===== src/rtl/fetch_pkg.sv =====
// fetch_pkg: state encoding and constants shared by the instruction-fetch stage
package fetch_pkg;
    typedef enum logic [1:0] {RUN = 2'd0, HALT = 2'd1, FAULT = 2'd2} state_t;
    localparam logic [31:0] NOP_INSTR = 32'h0000_0013;
    localparam logic [31:0] RESET_PC  = 32'h0000_0000;
    localparam logic [31:0] PC_STEP   = 32'd4;
endpackage


===== src/rtl/pc_next_sel.sv =====
// pc_next_sel: picks the next PC and raises halt/fault requests for the fetch stage
module pc_next_sel import fetch_pkg::*; #(
    parameter int NUM_OF_INST = 1024
) (
    input  logic [31:0] pc,
    input  state_t      state,
    input  logic        redirect_valid,
    input  logic [31:0] redirect_target,
    input  logic        empty,
    output logic [31:0] next_pc,
    output logic        load_en,
    output logic        halt_req,
    output logic        fault_req
);
    localparam logic [31:0] LIMIT = 32'(NUM_OF_INST * 4);
    logic active, step, oob;
    always_comb begin
        active    = state != FAULT;
        step      = state == RUN && !redirect_valid && empty;
        next_pc   = redirect_valid ? redirect_target : pc + PC_STEP;
        oob       = next_pc >= LIMIT;
        // a misaligned target wins over the range check
        fault_req = active && redirect_valid && redirect_target[1:0] != 2'b00;
        halt_req  = active && !fault_req && (redirect_valid || step) && oob;
        load_en   = active && !fault_req && (redirect_valid || step) && !oob;
    end
endmodule


===== src/rtl/fetch_unit.sv =====
// fetch_unit: owns the PC, fetches from inst_mem and holds one instruction for decode
module fetch_unit #(
    parameter logic [31:0] RESET_PC    = fetch_pkg::RESET_PC,
    parameter int          NUM_OF_INST = 1024,
    parameter logic [31:0] NOP_INSTR   = fetch_pkg::NOP_INSTR
) (
    input  logic        clk,
    input  logic        rst,
    output logic [31:0] pc_address,
    input  logic [31:0] instruction_in,
    input  logic        redirect_valid,
    input  logic [31:0] redirect_target,
    output logic        out_valid,
    input  logic        out_ready,
    output logic [31:0] out_pc,
    output logic [31:0] out_instruction,
    output logic        halted,
    output logic        fault,
    output logic [31:0] fetch_count
);
    import fetch_pkg::state_t, fetch_pkg::RUN, fetch_pkg::HALT, fetch_pkg::FAULT;

    state_t      state, state_next;
    logic [31:0] pc, next_pc;
    logic        empty, fetch, flush, load_en, halt_req, fault_req;

    assign pc_address = pc;
    assign empty      = !out_valid || out_ready;
    assign flush      = redirect_valid && state != FAULT;
    assign fetch      = state == RUN && !redirect_valid && empty;

    pc_next_sel #(.NUM_OF_INST(NUM_OF_INST)) u_sel (
        .pc              (pc),
        .state           (state),
        .redirect_valid  (redirect_valid),
        .redirect_target (redirect_target),
        .empty           (empty),
        .next_pc         (next_pc),
        .load_en         (load_en),
        .halt_req        (halt_req),
        .fault_req       (fault_req)
    );

    always_ff @(posedge clk)
        state <= rst ? RUN : state_next;

    always_comb
        state_next = fault_req ? FAULT : halt_req ? HALT : load_en ? RUN : state;

    always_comb begin
        halted = state == HALT;
        fault  = state == FAULT;
    end

    always_ff @(posedge clk) begin
        if (rst)
            pc <= RESET_PC;
        else if (load_en)
            pc <= next_pc;
    end

    // the register drains to NOP whenever nothing new is loaded into a free slot
    always_ff @(posedge clk) begin
        if (rst || flush || (!fetch && out_ready)) begin
            out_valid       <= 1'b0;
            out_pc          <= '0;
            out_instruction <= NOP_INSTR;
        end else if (fetch) begin
            out_valid       <= 1'b1;
            out_pc          <= pc;
            out_instruction <= instruction_in;
        end
    end

    always_ff @(posedge clk) begin
        if (rst)
            fetch_count <= '0;
        else if (out_valid && out_ready)
            fetch_count <= fetch_count + 32'd1;
    end
endmodule


===== config.mk =====
export PLATFORM = sky130hd
export DESIGN_NAME = fetch_unit
export DESIGN_NICKNAME = d
export VERILOG_FILES = /design/src/rtl/fetch_pkg.sv /design/src/rtl/pc_next_sel.sv /design/src/rtl/fetch_unit.sv
export SDC_FILE = /design/constraint.sdc
export NUM_CORES = 1
export LEC_CHECK = 0
export CAP_MARGIN = 15
export CORE_MARGIN = 4
export CORE_UTILIZATION = 45
export CTS_CLUSTER_DIAMETER = 60
export CTS_CLUSTER_SIZE = 30
export DETAILED_ROUTE_END_ITERATION = 12
export GPL_TIMING_DRIVEN = 0
export PLACE_DENSITY_LB_ADDON = 0.08
export SLEW_MARGIN = 40
export SYNTH_ARGS = -nofsm -noshare
export SYNTH_HDL_FRONTEND = slang
export SYNTH_SLANG_ARGS = --single-unit

===== constraint.sdc =====
create_clock -name clk -period 3.85 [get_ports clk]
set_input_delay 0.77 -clock clk [delete_from_list [all_inputs] [get_ports clk]]
set_output_delay 0.77 -clock clk [all_outputs]
set_load 0.1 [all_outputs]

==> results.json <==
{
  "crit_arrival_ns": 3.46,
  "fin_ws_ns": 0.711,
  "numCtsBuffers": 17,
  "grt_remaining_overflow": 0,
  "area_growth_pct": 37.8,
  "min_from": "out_pc[17]",
  "fill_cells": 1101,
  "hold_class": "flip-flop to flip-flop",
  "hold_path_depth": 2,
  "leakage_uw": 0.00321,
  "ys_types": 57,
  "combPwrFrac": 0.116,
  "wl_per_cell_um": 16.1,
  "postCtsSetupRepairBufs": 0,
  "cts_buffer_depth": 2,
  "status": "finished, final reports clean",
  "final_cell_mix": "nand2_1 (156), buf_2 (136), dfxtp_1 (131), a21oi_1 (71), clkdlybuf4s50_1 (66)",
  "clkSlewWorstSetupHoldPaths_ns": 0.05,
  "setup_violations": 0,
  "pre_cts_slack_ns": 0.342,
  "ys_seq_area_frac": 0.466,
  "vias_per_cell": 5.28,
  "max-slew-margin-rel": 0.438,
  "synth-edff-count": 0,
  "r2r_cells": 9,
  "synth_top_area_frac": 0.466,
  "skew_ns": 0.00813,
  "power.internal_uw": 2560,
  "synth_async_sr_flop_share": 0,
  "grt_pass1_wl_um": 27400,
  "drt_wl_total_um": 17000,
  "grt_start_max_net_pins": 17,
  "p_per_area_nw_per_um2": 441,
  "drc": 0,
  "p_switching_uw": 869,
  "p_clk_frac": 0.478,
  "ys_top_cells_by_area": "dfxtp_1 (47%), nand2_1 (10%), a21oi_1 (6.3%)",
  "clkLatencyLatePin_ns": 0.42,
  "cp.required_ns": 4.17,
  "worst_slew_pin_slew_ns": 0.835,
  "fmax_mhz": 319,
  "fin_hold_ws_ns": 0.450,
  "dpl.hpwl_um": 12500,
  "r2r_start": "pc_address[3]",
  "clock-sinks": 131,
  "syn_inst": 663,
  "numPortBuffers": 197,
  "syn_area_um2": 5630,
  "fin_cells": 1060,
  "cts_resized": 0,
  "switching_share": 0.254,
  "synth_top_area_cell": "dfxtp_1",
  "syn-num-nets": 733,
  "r2r_slack_ns": 0.98,
  "hold_viol": 0,
  "start_util": 0.465,
  "grt_setup_unrepaired": "no",
  "fp.dieW_um": 120,
  "finalCritPeriodShare": 0.815,
  "holdPathEnd": "out_pc[17]",
  "gp_congestion": 0.906,
  "grt_usage": 0.239,
  "core_um2": 12100,
  "cts_tree": "yes",
  "root_buffer": "clkbuf_16",
  "timing_worst_setup_path_type": "input port to flip-flop",
  "die-area_um2": 14400,
  "ir_worst_vdd_mv": 0.320,
  "cp_max_fo": 10,
  "multi_input_area_um2": 2790,
  "drt_pass1_iterations": 5,
  "final_common_cell": "nand2_1",
  "synth_warnings": 0,
  "grt_pass1_vias": 5313,
  "endpoint_kind": "flip-flop",
  "syn_area_per_cell_um2": 8.50,
  "ys.flop_type": "dfxtp_1",
  "ctsHoldBuffers": 0,
  "drt_iter0_drc": 415,
  "cp-start-kind": "input port",
  "dp.cells": 1028,
  "fp-row-count": 40,
  "nets": 949,
  "ant_nets": 0,
  "r2r_end": "pc_address[7]",
  "io-pin-count": 199,
  "diodes": 0,
  "regArea_um2": 2620,
  "htreeDepth": 4,
  "fp.dieH_um": 120,
  "drive_above_1_share": 0.216,
  "drv_slew": 0,
  "seqPwrFrac": 0.406,
  "antenna_found_initial": 0,
  "num_vias": 5598,
  "ys_ff_latch": 131,
  "final.min_clock_period_ns": 3.14,
  "drv_cap": 0,
  "finalSetupTns_ns": 0
}
==> cell type report <==
type | count | share of cell area
tap | 168 | 0.0271
sequential | 131 | 0.338
buffer | 39 | 0.0240
clock buffer | 23 | 0.0616
timing repair buffer | 197 | 0.170
multi-input combinational | 483 | 0.359
inverter | 10 | 0.00483
clock inverter | 9 | 0.0164
==> per-layer routing <==
metal  share of wire  global-route usage
met5               0                   0
met4           0.029               0.107
met3           0.077              0.0716
met2            0.45               0.364
met1            0.44               0.312
==> power by group through the flow <==
| stage | registers [uW] | logic [uW] | clock network [uW] |
|---|---|---|---|
| 2_1_floorplan | 1540 | 136 | 0 |
| 3_3_place_gp | 1420 | 408 | 0 |
| 3_5_place_dp | 1420 | 396 | 0 |
| 4_1_cts | 1390 | 399 | 1670 |
| 5_1_grt | 1390 | 423 | 1720 |
| 6_report | 1390 | 398 | 1640 |
==> worst max-delay path, stage by stage <==
cell and delay [ns]:
clkdlybuf4s50_1 0.56, nor3_1 0.31, a21boi_0 0.47, a31oi_1 0.11, a211oi_1 0.25, o211a_2 0.28, buf_2 0.27, nand4_4 0.18
o31ai_1 0.27
==> flip-flops by register name, summed over array words and instances (netlist names) <==
register / cells
fetch_count: 32
out_instruction: 32
out_pc: 32
pc_address: 32
state: 2
out_valid: 1
==> through the flow <==
stage	utilization	cell area, um^2	total power [uW]
after global routing	0.641	7760	3540
after global placement	0.645	7820	1830
after CTS	0.641	7760	3460
after floorplan	-	5630	1680
after detailed placement	0.591	7160	1820
final	0.641	7760	3420
==> worst max-delay path by stage <==
| stage | start | end | slack, ns |
|---|---|---|---|
| floorplan | pc_address[3] | pc_address[3] | 0.63 |
| global placement | redirect_valid | pc_address[3] | 0.39 |
| detailed placement | redirect_valid | pc_address[3] | 0.34 |
| CTS | redirect_valid | pc_address[7] | 0.78 |
| global route | redirect_valid | pc_address[10] | 0.53 |
| finish | redirect_valid | pc_address[7] | 0.71 |
==> cells in the mapped netlist (6+ instances only) <==
master / instances
a21oi_1: 71
nor4_1: 7
a211oi_1: 7
nand4_1: 14
and2_1: 23
and3_1: 12
dfxtp_1: 131
inv_1: 9
o31ai_1: 10
o21ai_0: 6
nand3_1: 22
xnor2_1: 13
nand2_1: 156
clkbuf_1: 28
xor2_1: 27
nor3_1: 11
nor2_1: 37
==> cells by family (layout without fill, tap and decap cells) <==
logic type | Yosys count | in the layout | synth area share
AOI/OAI and AO/OA | 129 | 129 | 0.155
buffers and inverters | 49 | 278 | 0.0398
adders and majority gates | 2 | 2 | 0.00444
and+or+nand+nor | 312 | 312 | 0.273
xor gates and xnor gates | 40 | 40 | 0.0622
DFF | 131 | 131 | 0.466
Note: power is estimated with default switching activity, not from simulation.
